$ cat src/rtl/keypad_entry_controller.sv
// Keypad entry sequencer: debounces a 10-key pad, drives the priority encoder and
// shifts BCD digits into a 4-digit MM:SS register. Optional idle auto-clear: ENTRY_TIMEOUT_EN.
module keypad_entry_controller #(
  parameter logic [15:0] DEBOUNCE_CYCLES = 16'd50000,
  parameter logic [31:0] TIMEOUT_CYCLES  = 32'd50_000_000
) (
  input  logic        clk,
  input  logic        rst_n,
  input  logic [9:0]  keypad,
  input  logic [3:0]  enc_bcd,
  input  logic        enc_none,
  output logic        enc_enablen,
  input  logic        lock,
  input  logic        clear,
  output logic        digit_strobe,
  output logic [3:0]  digit_value,
  output logic [15:0] time_bcd,
  output logic [2:0]  digit_count,
  output logic        entry_full,
  output logic        timeout
);

  localparam logic [2:0] S_IDLE         = 3'd0;
  localparam logic [2:0] S_DEBOUNCE     = 3'd1;
  localparam logic [2:0] S_ACCEPT       = 3'd2;
  localparam logic [2:0] S_WAIT_RELEASE = 3'd3;
  localparam logic [2:0] S_LOCKED       = 3'd4;

  logic [2:0]  state_q, state_d;
  logic [9:0]  snap_q, snap_d;
  logic [15:0] cnt_q, cnt_d;
  logic [15:0] time_q, time_d;
  logic [2:0]  count_q, count_d;
  logic [3:0]  value_q, value_d;
  logic        valid_key;

  assign valid_key = (keypad != 10'd0) && ((keypad & (keypad - 10'd1)) == 10'd0);

  // NOTE: every variable gets a default at the top of always_comb so no path
  // leaves it unassigned, which would otherwise infer a latch.
  always_comb begin
    state_d = state_q;
    snap_d  = snap_q;
    cnt_d   = cnt_q;
    case (state_q)
      S_IDLE: begin
        if (valid_key) begin
          snap_d  = keypad;
          cnt_d   = 16'd1;
          state_d = S_DEBOUNCE;
        end
      end
      S_DEBOUNCE: begin
        if (keypad != snap_q)             state_d = S_IDLE;
        else if (cnt_q == DEBOUNCE_CYCLES) state_d = S_ACCEPT;
        else                              cnt_d   = cnt_q + 16'd1;
      end
      S_ACCEPT:       state_d = S_WAIT_RELEASE;
      S_WAIT_RELEASE: if (enc_none) state_d = S_IDLE;
      S_LOCKED:       if (!lock) state_d = S_WAIT_RELEASE;
      default:        state_d = S_IDLE;
    endcase
    // Lock overrides every other transition and drops any press in flight.
    if (lock && state_q != S_LOCKED) state_d = S_LOCKED;
  end

`ifdef ENTRY_TIMEOUT_EN
  logic [31:0] idle_cnt_q, idle_cnt_d;
  logic        timeout_q, timeout_d;
`endif

  always_comb begin
    time_d  = time_q;
    count_d = count_q;
    value_d = value_q;
    if (state_q == S_ACCEPT) begin
      value_d = enc_bcd;
      if (count_q < 3'd4) begin
        time_d  = {time_q[11:0], enc_bcd};
        count_d = count_q + 3'd1;
      end
    end
    // Clear is applied after the shift so it wins over a digit accepted this cycle.
    if (clear && state_q != S_LOCKED) begin
      time_d  = 16'd0;
      count_d = 3'd0;
    end
`ifdef ENTRY_TIMEOUT_EN
    timeout_d  = 1'b0;
    idle_cnt_d = 32'd0;
    if (state_q == S_IDLE && state_d == S_IDLE && count_q != 3'd0) begin
      if (idle_cnt_q == TIMEOUT_CYCLES - 32'd1) begin
        timeout_d = 1'b1;
        time_d    = 16'd0;
        count_d   = 3'd0;
      end else begin
        idle_cnt_d = idle_cnt_q + 32'd1;
      end
    end
`endif
  end

  // NOTE: sequential state uses non-blocking assignments so all flops sample
  // their _d values from the same edge regardless of statement order.
  always_ff @(posedge clk or negedge rst_n) begin
    if (!rst_n) begin
      state_q <= S_IDLE;
      snap_q  <= 10'd0;
      cnt_q   <= 16'd0;
      time_q  <= 16'd0;
      count_q <= 3'd0;
      value_q <= 4'd0;
    end else begin
      state_q <= state_d;
      snap_q  <= snap_d;
      cnt_q   <= cnt_d;
      time_q  <= time_d;
      count_q <= count_d;
      value_q <= value_d;
    end
  end

`ifdef ENTRY_TIMEOUT_EN
  always_ff @(posedge clk or negedge rst_n) begin
    if (!rst_n) begin
      idle_cnt_q <= 32'd0;
      timeout_q  <= 1'b0;
    end else begin
      idle_cnt_q <= idle_cnt_d;
      timeout_q  <= timeout_d;
    end
  end
  assign timeout = timeout_q;
`else
  logic timeout_param_unused;
  assign timeout_param_unused = ^TIMEOUT_CYCLES;
  assign timeout = 1'b0;
`endif

  assign enc_enablen  = !(state_q == S_DEBOUNCE || state_q == S_ACCEPT);
  assign digit_strobe = (state_q == S_ACCEPT);
  assign digit_value  = value_q;
  assign time_bcd     = time_q;
  assign digit_count  = count_q;
  assign entry_full   = (count_q == 3'd4);

endmodule

$ cat config.mk
export PLATFORM = sky130hd
export DESIGN_NAME = keypad_entry_controller
export DESIGN_NICKNAME = d
export VERILOG_FILES = /design/src/rtl/keypad_entry_controller.sv
export SDC_FILE = /design/constraint.sdc
export NUM_CORES = 1
export LEC_CHECK = 0
export ABC_CLOCK_PERIOD_IN_PS = 6550
export BUFFER_PORTS_ARGS = -buffer_cell sky130_fd_sc_hd__clkbuf_2
export CORE_UTILIZATION = 60
export CTS_CLUSTER_DIAMETER = 100
export DETAILED_ROUTE_END_ITERATION = 10
export PLACE_DENSITY = 0.83
export SKIP_CTS_REPAIR_TIMING = 1
export SYNTH_ARGS = -nofsm -noshare
export SYNTH_HDL_FRONTEND = slang
export SYNTH_SLANG_ARGS = --single-unit
export TNS_END_PERCENT = 100
$ cat constraint.sdc
create_clock -name clk -period 6.55 [get_ports clk]
set_clock_uncertainty 0.15 [all_clocks]
set_input_delay 0.9825 -clock clk [delete_from_list [all_inputs] [get_ports clk]]
set_output_delay 0.9825 -clock clk [all_outputs]
set_load 0.05 [all_outputs]
After elaboration in Yosys (flattened, before gate mapping)
Cells that the tools add are included.

storage, ports and cells
  logic and storage cells = 58
  register bits after elaboration = 52
  input bits = 19
  output and inout port bits = 27

cells by class
  $add $sub $neg = 3
  reduce and logical (&&, ||, !) cells = 15
  mux-type cells = 17
  eq/ne operators = 15
  order comparisons = 1
  bitwise operators = 1

operator list
  kind                                                                   number
  16-bit two-way mux                                                     6
  16-bit one-hot mux with 2 select lines                                 1
  3-bit two-way mux                                                      9
  16-bit by 1-bit adder with 16-bit output, second input constant        1
  16-bit equality test, second input constant                            1
  3-bit one-hot mux with 5 select lines                                  1
  3-bit != test, second input constant                                   4
  10-bit bitwise AND                                                     1
  10-bit logical NOT                                                     1
  10-bit != test                                                         1
  10-bit nonzero test                                                    1
  10-bit by 1-bit subtractor with 10-bit output, second input constant   1
  4-bit AND reduction                                                    2
  3-bit by 2-bit equality test with 1-bit output, second input constant  2
  3-bit equality test, second input constant                             2
  2-bit != test, second input constant                                   3
  2-bit nonzero test                                                     3
  4-bit != test, second input constant                                   1
  2-bit AND reduction                                                    2
  3-bit by 1-bit adder with 3-bit output, second input constant          1
  3-bit by 1-bit equality test with 1-bit output, second input constant  1
  1-bit logical AND                                                      3
  3-bit logical NOT                                                      1
  3-bit less-than comparator, second input constant                      1
  other kinds (2)                                                        2

Longest topological paths before layout
  word-level depth = 7
  gate-level depth with buffers = 8
  gate-level depth less buffers = 7

Least setup slack after synthesis
Ideal clock, no wire load.

  path kind = reg-to-output
  start = register state_q[2]
  end = output enc_enablen
  slack = 3.580 ns
  cell stages (with the launch flop) = 4
  data required time = 5.418 ns
  arrival time = 1.837 ns
  buffers on the path = 1
  cell sequence = dfrtp_1 buf_6 nor3_2 nor2_1

on the way
  word-level cells in the longest chain between the ends = 3
  elaborated cells between the ends (all ways) = 4
  classes of those cells = eq/ne (2); reduce/logical (2)

RTL lines
  element                                         line  text
  start: declaration                              29    logic [2:0] state_q, state_d;
  start signal: assignment                        114   state_q <= state_d;
  3-bit by 2-bit equality test with 1-bit output  n/a
  named net digit_strobe                          15    output logic digit_strobe,
  1-bit logical OR                                140   assign enc_enablen = !(state_q == S_DEBOUNCE || state_q == S_ACCEPT);
  1-bit logical NOT                               140
  end: declaration                                12    output logic enc_enablen,

The timed path passes the listed nets, and every way through them passes these cells.

Final worst setup path
  start = input keypad[4]
  end = register snap_q[8]

on the way
  word-level cells in the longest chain between the ends = 5
  elaborated cells between the ends (all ways) = 6
  classes of those cells = add/sub (1); bitwise (1); reduce/logical (4)

RTL lines
  element                                        line  text
  start: declaration                             9     input logic [9:0] keypad,
  10-bit by 1-bit subtractor with 10-bit output  37    assign valid_key = (keypad != 10'd0) && ((keypad & (keypad - 10'd1)) == 10'd0);
  10-bit bitwise AND                             37
  10-bit logical NOT                             37
  1-bit logical AND *                            37
  2-bit AND reduction (no source line) *         n/a
  end signal: assignment                         115   snap_q <= snap_d;
  end: declaration                               30    logic [9:0] snap_q, snap_d;

Every way passes the cells marked *; elsewhere a longest branch is shown, timed or not.
A chain may end at the register's enable or synchronous reset.

==> results.cfg <==
[detailed_routing]
antenna_left = 0
vias = 2194
drt_iter0_drc = 191
drcViolationCount = 0
routed_wl_mm = 5.72
dr.pass1.iters = 4
routed_via_density = 6.30
wire_per_inst_um = 16.4

[global_route]
grt.overflow.total = 0
grt-busiest-layer = met2
grt_use_met2_pct = 42.5
grt_pass1_wl_mm = 9.79
use_met1_pct = 33.8
grt_antenna_before_repair = 0
grt_pass1_vias = 2045
grtUsageTotal_pct = 25.3
met3_usage_pct = 4.80
grt_max_degree = 53

[layout]
area_delta_synth_final_pct = 11.2
final_cell_mix = dfrtp_1 (52), clkbuf_2 (44), nand2_1 (22)
antenna_cells = 0
drive_gt1_share_pct = 25.7
fin_area_um2 = 3070
regArea_um2 = 1300
fillers = 340
finish.utilization_pct = 70.0
multi_input_area_um2 = 1350
nets = 318
final_common_cell = dfrtp_1

[power]
cellLeakagePower_nw = 1.45
p_total_mw = 0.712
ir_drop_mv = 0.184
power_density_nw_per_um2 = 232

[clock_tree]
numCtsBuffers = 5
cts_root_buf = clkbuf_8
cts_buffer_depth = 2
clock_latency_ns = 0.31
cts.clk_slew.worst_paths_ns = 0.10
clock_sinks = 52
htreeDepth = 2
cts_tree = done

[critical_path]
worstPathRequired_ns = 6.60
arrival_ns = 2.93
critPathMaxFanout = 17
endpoint_kind = register
critical_path_class = input port to register
crit_path_top_delay_cell = nor2_2
max_stage_delay_ns = 0.60
crit_family = simple AND/OR/NAND/NOR gates
worstPathCellList = clkbuf_2 -> a221o_1 -> nor3_1 -> o21ai_2 -> nor2_2 -> mux2_2
worstSetupStartpointType = input port
cp.buffers_inverters = 1

[sta]
hold_slack_ns = 0.362
fin_crit_sh_pct = 44.0
tns_ns = 0
relSlewSlack_pct = 27.9
hold_viol = 0
fmax_ghz = 0.347
rsz0062_at_grt = false
period_needed_ns = 2.88
setup_violations = 0
tightest_slew_ns = 1.08
drv_slew = 0

[logic_synthesis]
synth_top_area_share_pct = 47.1
synth_area_per_cell_um2 = 10.8
ys_types = 53
synth-edff-count = 0
synth_top_area_cell = dfrtp_1
synth_fp_nets = 279
ys_seq_elements = 52
ys.flop_type = dfrtp_1
seq_area_frac_synth_pct = 47.1
synthCells = 256
synthArstFlopShare_pct = 100
syn_area_um2 = 2760
ys_warn_count = 0
netlist_top_cells_area = dfrtp_1 (47%), a22o_1 (5.7%), mux2_2 (4.9%), xor2_1 (3.5%), nand2_1 (3.0%)

[placed_design]
portBuffers = 44
gp_congestion = 0.833
place_area_um2 = 2980
dp_hpwl_mm = 4.04

[worst_hold_path]
hp-class = register to register

[floorplanning]
ioPinCount = 46
core_um2 = 4380
die_y_um = 69.8
num_rows = 24
start_util_pct = 63.0
die_w_um = 69.8
design.die.area_um2 = 4880

[flow_run]
maxCapViolations = 0

[status]
status = complete, no violations
[cell families (layout without fill, tap and decap cells)]
kind of cell               Yosys count  after routing  share of synthesized area (%)
muxes                               16             16                           6.48
AOI/OAI and AO/OA                   68             68                           18.7
xor gates and xnor gates            11             11                           3.49
and+or+nand+nor                     82             82                           18.2
adders and majority gates            4              4                           1.81
DFF                                 52             52                           47.1
other                                1              1                          0.136
buffers and inverters               22             62                           4.08
[sequential cells by signal, indices dropped and copies added, names as in the netlist]
signal	flops
digit_count	3
snap_q	10
digit_value	4
state_q	3
cnt_q	16
time_bcd	16
[cells in the mapped netlist, drive strengths merged (2+ instances only)]
cell type	n
nand4	6
and2	2
o21ai	9
nand3	9
nand2	22
mux2	15
nor2	14
o21a	2
a31oi	4
o31a	6
nor4	4
and3	6
and4	3
inv	8
nor4bb	2
buf	8
xor2	11
o41a	2
dfrtp	52
o211ai	11
a22o	18
nor4b	2
clkbuf	6
a21oi	7
nor3	6
o22ai	2
ha	4
nor3b	2
[worst reg2reg max path, cell delays in order, from the launching register on]
cell and delay [ns]:
dfrtp_1 0.53, or3b_4 0.46, nor4_4 0.39, nand4_4 0.38
o41a_1 0.52, nand2_1 0.07
[worst paths after layout]
kind,startpoint,cells after the start,slack [ns],endpoint
max in group asynchronous,rst_n,2,5.20,snap_q[4]
worst min-delay path,time_bcd[15],1,0.36,time_bcd[15]
worst max register to register,state_q[0],5,4.00,cnt_q[9]
worst min register to register,time_bcd[15],1,0.36,time_bcd[15]
min in group asynchronous,rst_n,2,0.62,time_bcd[12]
worst max-delay path,keypad[4],6,3.67,snap_q[8]
[per-stage QoR]
| step | setup slack [ns] | instances |
|---|---|---|
| final | 3.67 | 348 |
| after CTS | 3.68 | 348 |
| after global placement | 3.40 | 340 |
| after global routing | 3.48 | 348 |
| after floorplan | 3.58 | 256 |
| after detailed placement | 3.34 | 340 |
[report_power, final]
part / switching, mW / leakage, nW / internal, mW
clock network: 0.112 / 0.0485 / 0.0767
registers: 0.0229 / 0.662 / 0.343
logic: 0.108 / 0.737 / 0.0487
[area by class of cell]
class                      instances  area share (%)
timing repair buffer              46            7.66
sequential                        52            42.4
clock buffer                       5            2.24
inverter                           8           0.978
clock inverter                     3           0.733
tap                               52            2.12
multi-input combinational        182            43.9
[layer usage]
layer / part of all wire, % / wire, um / vias up
met5: 0 / 0 / -
met4: 1.1 / 62 / 0
met3: 3.7 / 213 / 6
met2: 51 / 2920 / 49
met1: 44 / 2520 / 1092
li1: - / - / 1047
(Power assumes the default switching activity.)
